**config.mk**
```make
export PLATFORM = sky130hd
export DESIGN_NAME = io_ctrl_wb
export DESIGN_NICKNAME = d
export VERILOG_FILES = /design/src/rtl/io_ctrl_wb.sv
export SDC_FILE = /design/constraint.sdc
export NUM_CORES = 1
export LEC_CHECK = 0
export CAP_MARGIN = 20
export CORE_MARGIN = 4
export CORE_UTILIZATION = 49
export DETAILED_ROUTE_END_ITERATION = 8
export PLACE_DENSITY_LB_ADDON = 0.1
export RECOVER_POWER = 50
export SKIP_LAST_GASP = 1
export SYNTH_ARGS = -nofsm -noshare
export SYNTH_HDL_FRONTEND = slang
export SYNTH_SLANG_ARGS = --single-unit
```
**constraint.sdc**
```tcl
create_clock -name wb_clk_i -period 3.23 [get_ports wb_clk_i]
set_input_delay 0.969 -clock wb_clk_i [delete_from_list [all_inputs] [get_ports wb_clk_i]]
set_output_delay 0.969 -clock wb_clk_i [all_outputs]
set_load 0.02 [all_outputs]
```
**src/rtl/io_ctrl_wb.sv**
```systemverilog
// io_ctrl_wb: decides per pad whether the user core or a Wishbone
// GPIO register set drives it; also syncs inputs and flags rising edges.
module io_ctrl_wb #(
  parameter int          NUM_IO      = 38,
  parameter int          SYNC_STAGES = 2,
  parameter logic [31:0] BASE_ADDR   = 32'h3000_0000
) (
  input  logic              wb_clk_i,
  input  logic              rst_n,
  input  logic              wbs_cyc_i,
  input  logic              wbs_stb_i,
  input  logic              wbs_we_i,
  input  logic [3:0]        wbs_sel_i,
  input  logic [31:0]       wbs_adr_i,
  input  logic [31:0]       wbs_dat_i,
  output logic [31:0]       wbs_dat_o,
  output logic              wbs_ack_o,
  input  logic [NUM_IO-1:0] core_out,
  input  logic [NUM_IO-1:0] core_oeb,
  output logic [NUM_IO-1:0] core_in,
  input  logic [NUM_IO-1:0] io_in,
  output logic [NUM_IO-1:0] io_out,
  output logic [NUM_IO-1:0] io_oeb,
  output logic              irq
);

  localparam logic [63:0] VALID =
    (NUM_IO >= 64) ? {64{1'b1}} : ((64'd1 << NUM_IO) - 64'd1);

  logic [63:0]       gpio_sel;
  logic [63:0]       gpio_out;
  logic [63:0]       gpio_oeb;
  logic [63:0]       gpio_ien;
  logic [63:0]       gpio_istat;
  logic [NUM_IO-1:0] sync_ff [SYNC_STAGES];
  logic [NUM_IO-1:0] prev;
  logic [63:0]       in_val;
  logic [63:0]       rise;
  logic              req;
  logic              hit;
  logic              wr;
  logic [5:0]        word;
  logic [4:0]        idx;
  logic [31:0]       bmask;
  logic [63:0]       wmask;
  logic [63:0]       wdat;
  logic [63:0]       clr;
  logic [63:0]       rword;
  logic [31:0]       rdata;
  logic              unused_adr;

  function automatic logic [63:0] merge(
    input logic [63:0] old,
    input logic [63:0] m,
    input logic [63:0] d
  );
    return (old & ~m) | (d & m);
  endfunction

  assign unused_adr = ^wbs_adr_i[1:0];

  // A request is accepted only while no ack is outstanding, so a
  // master that keeps stb high sees one ack every other cycle.
  assign req   = wbs_cyc_i & wbs_stb_i & ~wbs_ack_o;
  assign hit   = (wbs_adr_i[31:8] == BASE_ADDR[31:8]);
  assign word  = wbs_adr_i[7:2];
  assign idx   = word[5:1];
  assign wr    = req & wbs_we_i & hit;
  assign bmask = {{8{wbs_sel_i[3]}}, {8{wbs_sel_i[2]}},
                  {8{wbs_sel_i[1]}}, {8{wbs_sel_i[0]}}};
  assign wmask = (word[0] ? {bmask, 32'h0} : {32'h0, bmask}) & VALID;
  assign wdat  = {wbs_dat_i, wbs_dat_i} & wmask;
  assign clr   = (wr && idx == 5'd5) ? wdat : 64'h0;

  assign in_val = 64'(sync_ff[SYNC_STAGES-1]);
  assign rise   = in_val & ~64'(prev);

  assign core_in = io_in;
  assign io_out  = (gpio_sel[NUM_IO-1:0] & gpio_out[NUM_IO-1:0])
                 | (~gpio_sel[NUM_IO-1:0] & core_out);
  assign io_oeb  = (gpio_sel[NUM_IO-1:0] & gpio_oeb[NUM_IO-1:0])
                 | (~gpio_sel[NUM_IO-1:0] & core_oeb);

  // Read mux: pick the 64-bit register, then the addressed half.
  always_comb begin
    rword = 64'h0;
    case (idx)
      5'd0:    rword = gpio_sel;
      5'd1:    rword = gpio_out;
      5'd2:    rword = gpio_oeb;
      5'd3:    rword = in_val;
      5'd4:    rword = gpio_ien;
      5'd5:    rword = gpio_istat;
      default: rword = 64'h0;
    endcase
    rdata = word[0] ? rword[63:32] : rword[31:0];
    if (!hit) rdata = 32'h0;
  end

  // Bus handshake, registered read data and writable config registers.
  always_ff @(posedge wb_clk_i or negedge rst_n) begin
    if (!rst_n) begin
      wbs_ack_o <= 1'b0;
      wbs_dat_o <= 32'h0;
      gpio_sel  <= 64'h0;
      gpio_out  <= 64'h0;
      gpio_oeb  <= VALID;
      gpio_ien  <= 64'h0;
    end else begin
      wbs_ack_o <= req;
      wbs_dat_o <= (req && !wbs_we_i) ? rdata : 32'h0;
      if (wr) begin
        case (idx)
          5'd0:    gpio_sel <= merge(gpio_sel, wmask, wdat);
          5'd1:    gpio_out <= merge(gpio_out, wmask, wdat);
          5'd2:    gpio_oeb <= merge(gpio_oeb, wmask, wdat);
          5'd4:    gpio_ien <= merge(gpio_ien, wmask, wdat);
          default: ;
        endcase
      end
    end
  end

  // Input synchroniser chain plus the previous-value flop for edges.
  always_ff @(posedge wb_clk_i or negedge rst_n) begin
    if (!rst_n) begin
      for (int i = 0; i < SYNC_STAGES; i++) sync_ff[i] <= '0;
      prev <= '0;
    end else begin
      sync_ff[0] <= io_in;
      for (int i = 1; i < SYNC_STAGES; i++) sync_ff[i] <= sync_ff[i-1];
      prev <= sync_ff[SYNC_STAGES-1];
    end
  end

  // Sticky edge status; a new enabled rise beats a same-cycle clear.
  always_ff @(posedge wb_clk_i or negedge rst_n) begin
    if (!rst_n) begin
      gpio_istat <= 64'h0;
      irq        <= 1'b0;
    end else begin
      gpio_istat <= ((gpio_istat & ~clr) | (rise & gpio_ien)) & VALID;
      irq        <= |(gpio_istat & gpio_ien);
    end
  end

endmodule

```
==> metrics <==
Post-Synth XOR/XNOR Area=0%; largest net degree at the start of global routing=88; area of the multi-input gates=5880 µm²; CTS Buf Count=36; R2R Path Start=wbs_ack_o$_DFF_PN0_; pwr/cell area=470 nW/µm²; core area=29900 µm²; maximum operating frequency=0.313 GHz; number of global-route vias before repair=11000; largest vdd supply drop=0.285 mV; top-area cell type share of the netlist area=50.3%; die area=33300 µm²; Post-DRT Antenna Nets=0; Fin. Hold Viols=0; Wirelength per Cell=22.9 µm; Required @ worst endpoint=2.26 ns; Mapped Nets=1267; layout cells sized above 1=29.4%; Hold WC Path Type=reg2reg; total track usage=24.9%; ys async rst share=100%; max_cap viols=1; number of synthesized flops with an enable pin=0; IO Count=335; Setup Fix Bufs, Post-CTS=0; worst-skew pair later-pin latency=0.52 ns; final net count=1611; Starting Density=50.0%; Synth Flop Type=dfrtp_1; Setup crit end=io_out[10]; Crit. End Element=output port; Post-synth top cells=dfrtp_1 (300), mux2_2 (230), nor2_1 (75); main combinational cell family by area after synthesis=multiplexers; Post-Route WL=42100 µm; die height=183 µm; Pleak=8.98 nW; most numerous cell in the Yosys netlist=dfrtp_1; worst setup path class=in2out; Avg Cell Area, Syn=13.8 µm²; Row Count=63; Critical Path Fanout Max=1; register bit total from synthesis=338; total number of vias=10400; Simple-Gate Fraction of Synth Area=9.10%; power share of the clock group=45.3%; IO buf count=332; Sequential Area=8510 µm²; largest cells by area after synthesis=dfrtp_1 (50%), mux2_2 (17%), dfstp_2 (6.7%); Final HPWL DP=29700 µm; sequential fraction of design power=46.2%; Gate power share=8.5%; Layout Skew=0.0183 ns; H-tree Lvls=2; Worst-path clk slew=0.05 ns; Final WS setup=0.0329 ns; status=finished with violations; violations in the final reports=capacitance limit, slew limit; fin crit share=99.0%; Area Overhead vs Synth=34.2%; post-cts hold buffer count=0; via density per instance=5.64; Synth Area in Compound Gates=6.97%; Unique masters post-synth=45; Clock Tree Buf Depth=3; clk root buf=clkbuf_16; Chip Width=183 µm; internal power=7.33 mW; 1st-pass router iterations=5; cells on worst reg2reg path=5; Syn. warnings=0; sequential area share after synthesis=57.0%; RSZ-0062 raised after global routing=false; cell taking the most area after synthesis=dfrtp_1; Filler cells=2227; Switching Share=22.1%; WP data arrival=2.23 ns; initial antenna violation count=0; clock period minus worst slack=3.20 ns; initial DRC count=515; slew margin rel.=-60.1%; DR DRC count=0; Post-Synthesis Cells=1080; NetSw=2.08 mW; mux contribution to synthesized area=23.2%; start point of the critical path=core_out[10]; crit path launch type=primary input; post-layout util=67.1%; pre-CTS setup slack=-0.0226 ns; CTS tree=built; gp weighted congestion=0.867; setup slack, reg-to-reg=1.22 ns; setup violators final=0; adder-cell area share of the yosys netlist=0%; Slew @ Worst Pin=2.40 ns; Slew Viols, Final=84; Post-Syn Area=14900 µm²; Clock Sink Count=338; first-pass GRT wire length=64800 µm; total grt overflow=0
==> per-stage QoR <==
stage	hold WS (ns)	instances	TNS [ns]	cell area, µm²	total power, mW
2_1_floorplan	0.331	1080	0	14900	4.71
3_3_place_gp	0.333	1776	-0.0261	18800	5.23
3_5_place_dp	0.335	1776	-0.114	18800	5.24
4_1_cts	0.347	1841	0	20100	9.50
5_1_grt	0.351	1841	0	20000	9.71
6_report	0.346	1842	0	20000	9.41
==> final cells by class <==
class | instances | area share [%]
multi-input combinational | 650 | 29.3
antenna | 1 | 0.0125
sequential | 338 | 42.5
tap | 390 | 2.44
timing repair buffer | 398 | 19.5
clock buffer | 53 | 5.47
clock inverter | 12 | 0.743
==> metal layers <==
| layer | GRT usage [%] | share of wire (%) | routed length [µm] |
|---|---|---|---|
| met5 | 0 | 0 | 0 |
| met4 | 6.72 | 2.2 | 941 |
| met3 | 4.52 | 5.9 | 2490 |
| met2 | 40.9 | 49 | 20400 |
| met1 | 34.3 | 43 | 18200 |
==> what timing repair did <==
action                                  in CTS  in global routing
endpoints found under the setup margin       1                  0
endpoints found under the hold margin        0                  0
resized for setup                            1                  0
==> worst min-delay path by stage <==
stage,from,end,slack (ns),depth (start not counted)
2_1_floorplan,sync_ff[38]$_DFF_PN0_,in_val[0]$_DFF_PN0_,0.33,0
3_3_place_gp,sync_ff[56]$_DFF_PN0_,in_val[18]$_DFF_PN0_,0.33,0
3_5_place_dp,sync_ff[48]$_DFF_PN0_,in_val[10]$_DFF_PN0_,0.33,0
4_1_cts,sync_ff[69]$_DFF_PN0_,in_val[31]$_DFF_PN0_,0.35,0
5_1_grt,sync_ff[51]$_DFF_PN0_,in_val[13]$_DFF_PN0_,0.35,0
6_report,sync_ff[73]$_DFF_PN0_,in_val[35]$_DFF_PN0_,0.35,0
==> layout by cell type, fill, tap and decap left out, types with 6 or more instances in the layout <==
cell type,Yosys,routed
dfrtp_1,300,300
clkdlybuf4s50_1,0,289
mux2_2,230,230
nor2_1,75,75
mux2i_1,71,71
buf_4,40,52
nand2_1,39,39
dlygate4sd3_1,0,39
nand3b_1,38,38
o22a_1,38,38
dfstp_2,38,38
clkbuf_16,0,37
o22ai_1,27,27
a221oi_1,26,26
a22oi_1,19,19
clkbuf_8,0,11
buf_12,1,10
nand4_4,9,9
o21ai_0,7,7
clkbuf_1,14,7
and4_1,7,6
nand4_2,6,6
==> worst max-delay path, stage by stage <==
cell,delay [ns]
clkdlybuf4s50_1,0.42
mux2_2,0.29
clkdlybuf4s50_1,0.55
==> power by group through the flow <==
| stage | registers (mW) | clock network [mW] | logic [mW] |
|---|---|---|---|
| after floorplan | 4.41 | 0 | 0.296 |
| after global placement | 4.42 | 0 | 0.817 |
| after detailed placement | 4.42 | 0 | 0.821 |
| after CTS | 4.35 | 4.33 | 0.826 |
| after global routing | 4.35 | 4.50 | 0.857 |
| final | 4.35 | 4.26 | 0.802 |
==> kinds of logic after synthesis <==
group,count (synthesis)
buf+inv,92
simple gates,208
flops,338
compound gates,131
mux,311
No activity file was read; power rests on OpenSTA's default activity.
